File: config.mk
export PLATFORM = sky130hd
export DESIGN_NAME = calc_ctrl
export DESIGN_NICKNAME = d
export VERILOG_FILES = /design/src/rtl/calc_pkg.sv /design/src/rtl/calc_hist.sv /design/src/rtl/calc_ctrl.sv
export SDC_FILE = /design/constraint.sdc
export NUM_CORES = 1
export LEC_CHECK = 0
export CORE_MARGIN = 10
export CORE_UTILIZATION = 40
export CTS_CLUSTER_DIAMETER = 120
export DETAILED_ROUTE_END_ITERATION = 8
export GPL_TIMING_DRIVEN = 0
export HOLD_SLACK_MARGIN = 0.03
export PLACE_DENSITY = 0.58
export RECOVER_POWER = 25
export SETUP_SLACK_MARGIN = 0.3
export SLEW_MARGIN = 30
export SYNTH_ARGS = -nofsm -noshare
export SYNTH_HDL_FRONTEND = slang
export SYNTH_SLANG_ARGS = --single-unit
File: constraint.sdc
create_clock -name clk -period 3.7 [get_ports clk]
set_clock_uncertainty 0.05 [all_clocks]
set_input_delay 1.11 -clock clk [delete_from_list [all_inputs] [get_ports clk]]
set_output_delay 1.11 -clock clk [all_outputs]
set_load 0.02 [all_outputs]
File: src/rtl/calc_pkg.sv
// calc_pkg: shared FSM states, key codes and ALU op encodings for the calculator controller
package calc_pkg;
    localparam int BCD_W = 4;
    typedef enum logic [2:0] {ENTER_A, ENTER_B, EXEC, RESULT, BROWSE, ERROR} state_t;
    localparam logic [3:0] KEY_ADD = 4'hA;
    localparam logic [3:0] KEY_SUB = 4'hB;
    localparam logic [3:0] KEY_MUL = 4'hC;
    localparam logic [3:0] KEY_DIV = 4'hD;
    localparam logic [3:0] KEY_CLR = 4'hE;
    localparam logic [3:0] KEY_BSP = 4'hF;
    localparam logic [1:0] OP_ADD = 2'd0;
    localparam logic [1:0] OP_SUB = 2'd1;
    localparam logic [1:0] OP_MUL = 2'd2;
    localparam logic [1:0] OP_DIV = 2'd3;
    function automatic logic is_op(input logic [3:0] k);
        return k >= KEY_ADD && k <= KEY_DIV;
    endfunction
    function automatic logic [1:0] key_op(input logic [3:0] k);
        return k == KEY_ADD ? OP_ADD : k == KEY_SUB ? OP_SUB : k == KEY_MUL ? OP_MUL : OP_DIV;
    endfunction
endpackage

File: src/rtl/calc_hist.sv
// calc_hist: circular result history; the browse cursor counts back from the newest entry
module calc_hist #(
    parameter int DEPTH = 8,
    parameter int W = 16
) (
    input  logic                   clk,
    input  logic                   rst,
    input  logic                   push,
    input  logic [W-1:0]           wdata,
    input  logic                   brs,
    input  logic                   older,
    input  logic                   newer,
    output logic [W-1:0]           rdata,
    output logic [$clog2(DEPTH):0] count
);
    localparam int AW = $clog2(DEPTH);
    localparam logic [AW:0] FULL = (AW+1)'(DEPTH);
    logic [W-1:0] mem_q [DEPTH];
    logic [AW-1:0] wp_q, wp_d, idx_q, idx_d;
    logic [AW:0] cnt_q, cnt_d;
    always_comb begin
        wp_d = push ? wp_q + 1'b1 : wp_q;
        cnt_d = push && cnt_q != FULL ? cnt_q + 1'b1 : cnt_q;
        idx_d = brs ? '0 :
                older && {1'b0, idx_q} + 1'b1 < cnt_q ? idx_q + 1'b1 :
                newer && idx_q != '0 ? idx_q - 1'b1 : idx_q;
    end
    assign rdata = mem_q[wp_q - 1'b1 - idx_q];
    assign count = cnt_q;
    always_ff @(posedge clk or negedge rst) begin
        if (!rst) begin
            wp_q <= '0;
            cnt_q <= '0;
            idx_q <= '0;
        end else begin
            wp_q <= wp_d;
            cnt_q <= cnt_d;
            idx_q <= idx_d;
        end
    end
    always_ff @(posedge clk) begin
        if (push) mem_q[wp_q] <= wdata;
    end
endmodule

File: src/rtl/calc_ctrl.sv
// calc_ctrl: calculator sequencer - BCD operand entry, ALU launch with timeout, result history browse
module calc_ctrl import calc_pkg::*; #(
    parameter int DIGITS = 4,
    parameter int HIST_DEPTH = 8,
    parameter int ALU_TIMEOUT = 64
) (
    input  logic                        clk,
    input  logic                        rst,
    input  logic                        key_en,
    input  logic [3:0]                  key_num,
    input  logic                        equal,
    input  logic                        save,
    input  logic                        up,
    input  logic                        down,
    output logic                        alu_start,
    output logic [1:0]                  alu_op,
    output logic [4*DIGITS-1:0]         alu_a,
    output logic [4*DIGITS-1:0]         alu_b,
    input  logic                        alu_done,
    input  logic [4*DIGITS-1:0]         alu_result,
    input  logic                        alu_err,
    output logic [4*DIGITS-1:0]         disp_val,
    output logic                        disp_err,
    output logic [$clog2(HIST_DEPTH):0] hist_cnt
);
    localparam int W = BCD_W * DIGITS;
    localparam int CW = $clog2(DIGITS + 1);
    localparam int TW = $clog2(ALU_TIMEOUT + 1);
    localparam logic [CW-1:0] FULL = CW'(DIGITS);
    localparam logic [TW-1:0] TMAX = TW'(ALU_TIMEOUT);
    state_t state_q, state_d;
    logic [W-1:0] a_q, a_d, b_q, b_d, res_q, res_d, cur, ed, hist_val;
    logic [1:0] op_q, op_d;
    logic [CW-1:0] cnt_q, cnt_d, ed_cnt;
    logic [TW-1:0] tmo_q, tmo_d;
    logic start_q, start_d;
    logic clr, eq, key, sv, u, dn, is_dig, has_hist, push, brs, older, newer;
    assign clr = key_en && key_num == KEY_CLR;
    assign eq = equal && !clr;
    assign key = key_en && !clr && !equal;
    assign sv = save && !key_en && !equal;
    assign u = up && !save && !key_en && !equal;
    assign dn = down && !up && !save && !key_en && !equal;
    assign is_dig = key_num <= 4'd9;
    assign has_hist = hist_cnt != '0;
    assign cur = state_q == ENTER_B ? b_q : a_q;
    assign ed = key_num == KEY_BSP ? cur >> BCD_W : cnt_q != FULL ? {cur[W-BCD_W-1:0], key_num} : cur;
    assign ed_cnt = key_num == KEY_BSP ? (cnt_q == '0 ? '0 : cnt_q - 1'b1) : cnt_q != FULL ? cnt_q + 1'b1 : cnt_q;
    always_comb begin
        state_d = state_q;
        a_d = a_q;
        b_d = b_q;
        op_d = op_q;
        cnt_d = cnt_q;
        res_d = res_q;
        tmo_d = '0;
        push = 1'b0;
        brs = 1'b0;
        older = 1'b0;
        newer = 1'b0;
        if (clr && state_q != EXEC) begin
            state_d = ENTER_A;
            a_d = '0;
            b_d = '0;
            cnt_d = '0;
        end else begin
            case (state_q)
                ENTER_A, ENTER_B: begin
                    if (eq && state_q == ENTER_B) state_d = EXEC;
                    else if (key && is_op(key_num)) begin
                        op_d = key_op(key_num);
                        if (state_q == ENTER_A) begin
                            b_d = '0;
                            cnt_d = '0;
                            state_d = ENTER_B;
                        end
                    end else if (key) begin
                        if (state_q == ENTER_B) b_d = ed;
                        else a_d = ed;
                        cnt_d = ed_cnt;
                    end else if ((u || dn) && state_q == ENTER_A && has_hist) begin
                        brs = 1'b1;
                        state_d = BROWSE;
                    end
                end
                EXEC: begin
                    tmo_d = tmo_q + 1'b1;
                    if (alu_done) begin
                        res_d = alu_result;
                        state_d = alu_err ? ERROR : RESULT;
                    end else if (tmo_q == TMAX) state_d = ERROR;
                end
                RESULT: begin
                    if (key && is_op(key_num)) begin
                        a_d = res_q;
                        b_d = '0;
                        cnt_d = '0;
                        op_d = key_op(key_num);
                        state_d = ENTER_B;
                    end else if (key && is_dig) begin
                        a_d = W'(key_num);
                        cnt_d = CW'(1);
                        state_d = ENTER_A;
                    end else if (sv) push = 1'b1;
                    else if ((u || dn) && has_hist) begin
                        brs = 1'b1;
                        state_d = BROWSE;
                    end
                end
                BROWSE: begin
                    if (eq) begin
                        a_d = hist_val;
                        cnt_d = FULL;
                        state_d = ENTER_A;
                    end else if (u) older = 1'b1;
                    else if (dn) newer = 1'b1;
                end
                default: ;
            endcase
        end
        start_d = state_d == EXEC && state_q != EXEC;
    end
    always_ff @(posedge clk or negedge rst) begin
        if (!rst) begin
            state_q <= ENTER_A;
            a_q <= '0;
            b_q <= '0;
            res_q <= '0;
            op_q <= '0;
            cnt_q <= '0;
            tmo_q <= '0;
            start_q <= 1'b0;
        end else begin
            state_q <= state_d;
            a_q <= a_d;
            b_q <= b_d;
            res_q <= res_d;
            op_q <= op_d;
            cnt_q <= cnt_d;
            tmo_q <= tmo_d;
            start_q <= start_d;
        end
    end
    calc_hist #(.DEPTH(HIST_DEPTH), .W(W)) u_hist (
        .clk(clk),
        .rst(rst),
        .push(push),
        .wdata(res_q),
        .brs(brs),
        .older(older),
        .newer(newer),
        .rdata(hist_val),
        .count(hist_cnt)
    );
    assign alu_start = start_q;
    assign alu_op = op_q;
    assign alu_a = a_q;
    assign alu_b = b_q;
    assign disp_err = state_q == ERROR;
    assign disp_val = state_q == ENTER_A || state_q == EXEC ? a_q :
                      state_q == ENTER_B ? b_q :
                      state_q == RESULT ? res_q :
                      state_q == BROWSE ? hist_val : '0;
endmodule

==> metrics.sh, run 1 <==
HTREE_NUM_LEVELS=1
AREA_GROWTH_SYN_TO_LAYOUT_PCT=28.01
SLEW-LIMIT-HEADROOM_PCT=-6.705
IO_PINS=85
UNREPAIRED_SETUP_ENDPOINTS_AFTER_GLOBAL_ROUTING='true'
SYNTH_ENABLE_FLOP_CELLS=128
ROWS=58
CRITICAL_PATH_REQUIRED_NS=2.54
DP_HPWL_UM=20940
MIN_PERIOD_NS=4.311
FINAL_HOLD_VIOL_COUNT=0
NUMBER_OF_ANTENNA_VIOLATIONS_AT_THE_FIRST_CHECK_IN_GLOBAL_ROUTING=0
LAYOUT.NETS=980
CTS_NUM_SINKS=202
ASYNC_RESET_FF_SHARE_PCT=36.63
NETLIST_INSTANCES=783
CRITICAL_PATH.STARTPOINT_TYPE='flop'
SYNTH-SEQ-AREA-SHARE_PCT=56.53
HOLDCRITPATHCLASS='reg2reg'
POWER_REPORT.INTERNAL_TOTAL_uW=6784
VIOLATIONS='max-capacitance violations, max-slew violations, negative setup slack'
CLOCKPOWERSHARE_PCT=19.2
P_PER_AREA_mW_PER_MM2=865.9
POWER.SHARE.COMBINATIONAL_PCT=49.4
INITIAL_STANDARD_CELL_UTILIZATION_OF_THE_CORE_PCT=40.36
PERIOD_SHARE_PCT=116.5
YOSYS_REGISTER_BITS=202
TRITONCTS='yes'
PART_OF_THE_POWER_IN_REGISTERS_PCT=31.4
GP_CONGESTION=0.9243
POST_ROUTE_CELLS_DRIVE_ABOVE_1_SHARE_PCT=25.29
DR.PASS1.ITERS=5
POWER_SWITCHING_uW=4383
STATUS='complete, but fails checks'
POST_DRT_VIA_CELL_RATIO=5.658
GRT_MAX_DEGREE=51
NUM-FILL-CELLS=2211
FINALSETUPVIOLATIONS=17
SW_FRAC_OF_TOTAL_PCT=39.25
CTS-HOLD-FIX-BUFFERS=0
GRT_UTIL_OVERALL_PCT=18.35
HEIGHT_OF_THE_CHIP_UM=178.7
WORSTMARGINPINSLEW_NS=1.601
YOSYSWARNINGCOUNT=0
DP.CELLS=1208
CRITPATHARRIVALTIME_NS=3.15
PLACE.PORT_BUFFERS=84
FLOORPLAN.DIE_AREA_SQ_MM=0.03194
CLOCKBUFFERDEPTH=3
SYN_NETS=830
LEAK_uW=0.004843
DR_TOTAL_VIAS=7237
WORST_SKEW_PAIR.LATE_LATENCY_NS=0.52
CLK_ROOT_BUFFER_CELL='clkbuf_16'
SYN-CELL-AREA_SQ_MM=0.01007
DRC=0
SETUP.WORST_PATH.END_CLASS='output port'
WORST-SETUP-PATH-TYPE='reg2out'
DRT-TOTAL-WL_UM=29430
INSERTEDDIODECOUNT=0
DRV.MAX_CAP_VIOLATION_COUNT=1
FINAL_MAX_SLEW_VIOL_COUNT=25
SYNTH_AREA_PER_CELL_SQ_UM=12.87
TOTALNEGATIVESETUPSLACK_NS=-9.142
DETAIL-ROUTE-ANTENNA-NETS=0
YS_TYPES=77
GRT_REMAINING_OVERFLOW=0
CHIPWIDTH_UM=178.7
TRITONCTS.NUM_BUFFERS=22
WORST_SLACK_NS=-0.6105
MAXCLOCKFREQUENCY_GHz=0.2320
ROUTE.DETAILED.WL_PER_INST_UM=23.01
PATH_MAX_FANOUT=5
CTS.CLK_SLEW.WORST_PATHS_NS=0.06
FP.COREAREA_SQ_MM=0.02496
PEAKVDDDROP_mV=0.4247
VIA_COUNT_OF_THE_FIRST_GLOBAL_ROUTING_PASS=7441
FINAL_CELL_COUNT_NO_FILL=1279
DR.FIRST_ITER.DRC_COUNT=664
SYNTH_TOP_FLOP_CELL='edfxtp_1'
WIRE_LENGTH_OF_THE_FIRST_GLOBAL_ROUTING_PASS_UM=45220
PRE_CTS_WS_NS=-1.194
critical path, cell delays in order, from the launching register on:
cell     delay [ns]
dfrtp_2        0.41
inv_2          0.08
ha_4           0.13
inv_2          0.03
fa_2           0.62
buf_12         0.14
buf_8          0.10
mux4_2         0.33
mux2i_4        0.24
nor2_2         0.08
o22ai_1        0.18
nand2_1        0.13
buf_6          0.16
Yosys cell counts (all sizes together), types with 4 or more instances:
cell	n	share of area (%)
a21oi	25	1.2
mux2i	39	3.9
xor2	4	0.35
dfrtp	74	18
nand2b	5	0.31
a211oi	15	1.2
xnor2	9	0.78
mux2	20	2.2
o21ai	28	1.4
buf	21	1.4
edfxtp	128	38
ha	16	2.0
nor2	78	2.9
clkbuf	32	1.2
a221oi	5	0.50
a31oi	4	0.25
nor3	14	0.70
o2bb2ai	20	1.7
a22oi	5	0.37
o22ai	17	1.1
mux4	38	8.5
a22o	9	0.78
a211o	5	0.43
inv	32	1.2
a32o	5	0.50
and3	8	0.50
nand2	57	2.1
a2111oi	7	0.62
path summary, 6_finish.rpt:
check                                     start             end  slack, ns  cells after the start
min in group asynchronous                   rst        alu_a[2]       0.95                      1
worst max register to register  u_hist.idx_q[0]       alu_a[15]      -0.34                     24
max in group asynchronous                   rst  u_hist.wp_q[0]       1.59                      1
worst max-delay path            u_hist.idx_q[0]     disp_val[6]      -0.61                     12
worst min-delay path                   tmo_q[0]        tmo_q[0]       0.45                      1
worst min register to register         tmo_q[0]        tmo_q[0]       0.45                      1
cell families after synthesis:
family          synth area share [%]
buf+inv                        3.850
simple gates                   9.103
mux                            14.64
compound gates                 12.13
fa+ha+maj                      2.384
flops                          56.53
xor+xnor                       1.354
through the flow:
| step | hold slack (ns) | util [%] | cell area, sq um | total power [uW] |
|---|---|---|---|---|
| global placement | 0.4284 | 45.51 | 11360 | 7883 |
| floorplan | 0.3973 | - | 10110 | 6135 |
| detailed placement | 0.4424 | 46.14 | 11520 | 7915 |
| finish | 0.4518 | 51.66 | 12900 | 11170 |
| global route | 0.4637 | 51.66 | 12900 | 11690 |
| CTS | 0.4137 | 51.33 | 12810 | 11000 |
sequential cells by signal, indices dropped and copies added, names as in the netlist:
name	count
alu_a	16
alu_b	16
alu_op	2
alu_start	1
cnt_q	3
res_q	16
state_q	3
tmo_q	7
u_hist.count	4
u_hist.idx_q	3
u_hist.mem_q	128
u_hist.wp_q	3
power by group through the flow:
stage | combinational [uW] | clock (uW) | sequential [uW]
2_1_floorplan | 2710 | 0 | 3430
3_3_place_gp | 4370 | 0 | 3520
3_5_place_dp | 4380 | 0 | 3530
4_1_cts | 5340 | 2170 | 3480
5_1_grt | 5870 | 2260 | 3550
6_report | 5520 | 2150 | 3500
layout by cell type (no fill, tap or decap), drive strengths merged, types with 4 or more instances in the layout:
cell / instances
mux4: 38
a211oi: 15
a31oi: 4
nand2b: 5
ha: 16
dfrtp: 74
clkinv: 10
nor2: 78
xnor2: 9
buf: 79
xor2: 4
mux2: 20
a32o: 5
a21oi: 25
inv: 33
nor3: 14
edfxtp: 128
clkdlybuf4s50: 66
o22ai: 17
nand2: 57
and3: 8
a2111oi: 7
a22oi: 5
o2bb2ai: 20
mux2i: 39
o21ai: 28
a221oi: 5
a22o: 9
clkbuf: 60
a211o: 5
layout make-up:
cell class              count  area [sq um]  area share (%)
flip-flops and latches    202          5699           44.19
clock buffers              27         569.3           4.414
multi-input cells         495          4360           33.81
clock inverters            13         125.1          0.9702
plain buffers              53         356.6           2.765
well taps                 330         412.9           3.202
repair buffers            126          1249           9.683
inverters                  33         123.9          0.9605
timing repair:
| action | CTS | global route |
|---|---|---|
| buffers inserted | 24 | 4 |
| pin swaps | 23 | 7 |
| endpoints found under the hold margin | 0 | 0 |
| resized for setup | 174 | 23 |
| gates cloned | 3 | 0 |
| setup endpoints to repair | 22 | 30 |
routing by layer:
metal	GRT usage (%)	vias up	wire length, um
met5	0	-	0
met4	4.754	0	597
met3	3.054	41	1881
met2	30.21	280	14220
met1	24.72	3611	12720
li1	-	3305	-
No activity file was read; power rests on OpenSTA's default activity.
==> run 2: changes to the inputs <==
--- a/config.mk
+++ b/config.mk
@@ -11,7 +11,7 @@
 export DETAILED_ROUTE_END_ITERATION = 8
 export GPL_TIMING_DRIVEN = 0
 export HOLD_SLACK_MARGIN = 0.03
-export PLACE_DENSITY = 0.58
+export PLACE_DENSITY = 0.66
 export RECOVER_POWER = 25
 export SETUP_SLACK_MARGIN = 0.3
 export SLEW_MARGIN = 30
==> run 2 against run 1 <==
- the run ends with negative setup slack left
- non-clock buffer count grew 14
- sequential share of layout area decreased by 0.28 points
- clock power fell by 6%
- critical endpoint is now disp_val[12]
- critical path type unchanged
==> metrics.sh, run 2 (synthesis results as in run 1) <==
MOSTFREQUENTLAYOUTCELLS='edfxtp_1, dfrtp_1, nor2_1'
HTREE_NUM_LEVELS=1  # unchanged
HOLDCRITPATHCLASS='reg2reg'
CRITICAL_PATH.STARTPOINT_TYPE='flop'
STATUS='complete, but fails checks'
CLOCKPOWERSHARE_PCT=18.5  # -0.7 points
CTS.CLK_SLEW.WORST_PATHS_NS=0.06  # about the same
PERIOD_SHARE_PCT=118.3  # +1.8 points
GRT_UTIL_OVERALL_PCT=18.29  # -0.057 points
POWER_REPORT.INTERNAL_TOTAL_uW=6628  # -2.3%
NUM-FILL-CELLS=2131  # -3.6%
CTS_NUM_SINKS=202  # unchanged
PEAKVDDDROP_mV=0.5803  # +37%
TRITONCTS.NUM_BUFFERS=22  # unchanged
NUMBER_OF_ANTENNA_VIOLATIONS_AT_THE_FIRST_CHECK_IN_GLOBAL_ROUTING=0  # unchanged
DRC=0  # unchanged
MAX_FLOP_REGISTER='u_hist.mem_q'
TRITONCTS='yes'
PATH_MAX_FANOUT=5  # unchanged
DP_HPWL_UM=20770  # -0.83%
INITIAL_STANDARD_CELL_UTILIZATION_OF_THE_CORE_PCT=40.36  # unchanged
CRIT_BUF_INV=5  # unchanged
GP_CONGESTION=0.9357  # +1.2%
ROUTE.DETAILED.WL_PER_INST_UM=22.72  # -1.3%
GRT_MAX_DEGREE=41  # -20%
CLK_ROOT_BUFFER_CELL='clkbuf_16'
FP.COREAREA_SQ_MM=0.02496  # unchanged
FINAL_CELL_COUNT_NO_FILL=1293  # +1.1%
FINALSETUPVIOLATIONS=18  # +1
TIMING.CRITICAL_PATH.SLOWEST_STAGE_CELL='fa_2'
GRT_REMAINING_OVERFLOW=0  # unchanged
MAXCLOCKFREQUENCY_GHz=0.2285  # -1.5%
POST_DRT_VIA_CELL_RATIO=5.770  # +2.0%
CHIPWIDTH_UM=178.7  # unchanged
WORST_SKEW_PAIR.LATE_LATENCY_NS=0.51  # about the same
POWER.SHARE.COMBINATIONAL_PCT=49.7  # +0.3 points
FINAL_HOLD_VIOL_COUNT=0  # unchanged
DR.PASS1.ITERS=5  # unchanged
LAYOUT_COMMONEST_CELL='edfxtp_1'
PRE_CTS_WS_NS=-1.185  # +0.009240 ns
IO_PINS=85  # unchanged
VIA_COUNT_OF_THE_FIRST_GLOBAL_ROUTING_PASS=7758  # +4.3%
INSERTEDDIODECOUNT=0  # unchanged
SETUP.WORST_PATH.END_CLASS='output port'
DRV.MAX_CAP_VIOLATION_COUNT=0  # -1
UNREPAIRED_SETUP_ENDPOINTS_AFTER_GLOBAL_ROUTING='true'
POSTLAYOUTCELLAREA_SQ_MM=0.01298  # +0.63%
CP_SLOWEST_STAGE_DELAY_NS=0.63  # about the same
LAYOUT.NETS=994  # +1.4%
DR.FIRST_ITER.DRC_COUNT=963  # +45%
HEIGHT_OF_THE_CHIP_UM=178.7  # unchanged
WIRE_LENGTH_OF_THE_FIRST_GLOBAL_ROUTING_PASS_UM=45680  # +1.0%
CRITPATHTOPFAMILY='adder cells'
DRT-TOTAL-WL_UM=29370  # -0.19%
SLEW-LIMIT-HEADROOM_PCT=35.37  # +42 points
FLOORPLAN.DIE_AREA_SQ_MM=0.03194  # unchanged
PLACED_AREA_SQ_MM=0.01153  # +0.11%
ROWS=58  # unchanged
MULTIINPUTGATEAREA_SQ_MM=0.004355  # -0.11%
MIN_PERIOD_NS=4.376  # +0.06547 ns
VIOLATIONS='negative setup slack'
CRITICAL_PATH_REQUIRED_NS=2.54  # about the same
FINAL_MAX_SLEW_VIOL_COUNT=0  # -100%
AREA_GROWTH_SYN_TO_LAYOUT_PCT=28.81
FINALCOREUTILIZATION_PCT=51.98  # +0.33 points
CRITPATHARRIVALTIME_NS=3.22  # +0.07 ns
WORST-SETUP-PATH-TYPE='reg2out'
LARGEST_REGISTER_FFS=128  # unchanged
SW_FRAC_OF_TOTAL_PCT=39.85  # +0.60 points
WORST_PATH_MOST_REPEATED_CELL='inv_2'
PLACE.PORT_BUFFERS=84  # unchanged
CLOCKBUFFERDEPTH=3  # unchanged
P_PER_AREA_mW_PER_MM2=849.1  # -1.9%
WORSTMARGINPINSLEW_NS=0.9594  # -0.6412 ns
PART_OF_THE_POWER_IN_REGISTERS_PCT=31.8  # +0.4 points
LEAK_uW=0.004894  # +1.1%
DP.CELLS=1210  # +0.17%
SEQCELLAREA_SQ_MM=0.005699  # unchanged
DESIGN_POWER_TOTAL_uW=11020  # -1.3%
CTS-HOLD-FIX-BUFFERS=0  # unchanged
DR_TOTAL_VIAS=7460  # +3.1%
CRIT_PATH_CELL_TRACE='inv_2, ha_4, inv_2, fa_2, clkbuf_16, buf_12, mux4_2, mux2i_4, nor2_1, o22ai_1, nand2_2, buf_6'
POST_ROUTE_CELLS_DRIVE_ABOVE_1_SHARE_PCT=26.48  # +1.2 points
DETAIL-ROUTE-ANTENNA-NETS=0  # unchanged
POWER_SWITCHING_uW=4391  # +0.19%
WORST_SLACK_NS=-0.6760  # -0.06547 ns
run 2: cell types whose count changed in the layout (fill, tap and decap cells not counted), sizes merged:
cell / before / now
bufinv: 2 / 0
inv: 33 / 34
clkinv: 10 / 11
clkbuf: 60 / 55
clkinvlp: 1 / 3
buf: 79 / 96
run 2: layout make-up:
class / count / area share (%)
flip-flops and latches: 202 / 43.92
multi-input cells: 495 / 33.56
repair buffers: 140 / 10.51
clock buffers: 25 / 4.329
well taps: 330 / 3.182
plain buffers: 53 / 2.719
inverters: 33 / 0.9545
clock inverters: 15 / 0.8292
run 2: power groups by stage:
stage	logic [uW]	clock network [uW]	registers (uW)
after floorplan	2710	0	3430
after global placement	4330	0	3510
after detailed placement	4370	0	3520
after CTS	5170	2060	3470
after global routing	5830	2140	3560
final	5480	2030	3510
run 2: layer usage:
layer	up-vias	part of all wire (%)	GRT usage (%)
met5	-	0	0
li1	3343	-	-
met3	73	6.7	2.991
met1	3717	42	23.51
met4	0	3.2	6.958
met2	327	48	30.48
run 2: path summary, 6_finish.rpt:
kind,from,endpoint,slack (ns),cells after the start
max,u_hist.idx_q[0],disp_val[12],-0.68,12
min,tmo_q[0],tmo_q[0],0.43,1
max reg2reg,u_hist.idx_q[0],alu_a[12],-0.44,24
min reg2reg,tmo_q[0],tmo_q[0],0.43,1
max in group asynchronous,rst,u_hist.wp_q[0],2.49,2
min in group asynchronous,rst,tmo_q[3],0.51,1
run 2: timing repair:
| item | CTS | global route |
|---|---|---|
| setup endpoints to repair | 22 | 43 |
| setup buffers | 37 | 4 |
| cloned | 2 | 0 |
| gates resized for setup | 160 | 34 |
| pin swaps | 19 | 8 |
run 2: metrics by stage:
stage / TNS [ns] / hold slack [ns]
5_1_grt: -11.59 / 0.4657
4_1_cts: -9.926 / 0.4380
3_5_place_dp: -16.89 / 0.4301
2_1_floorplan: 0 / 0.3973
6_report: -10.12 / 0.4321
3_3_place_gp: -217.21 / 0.4271
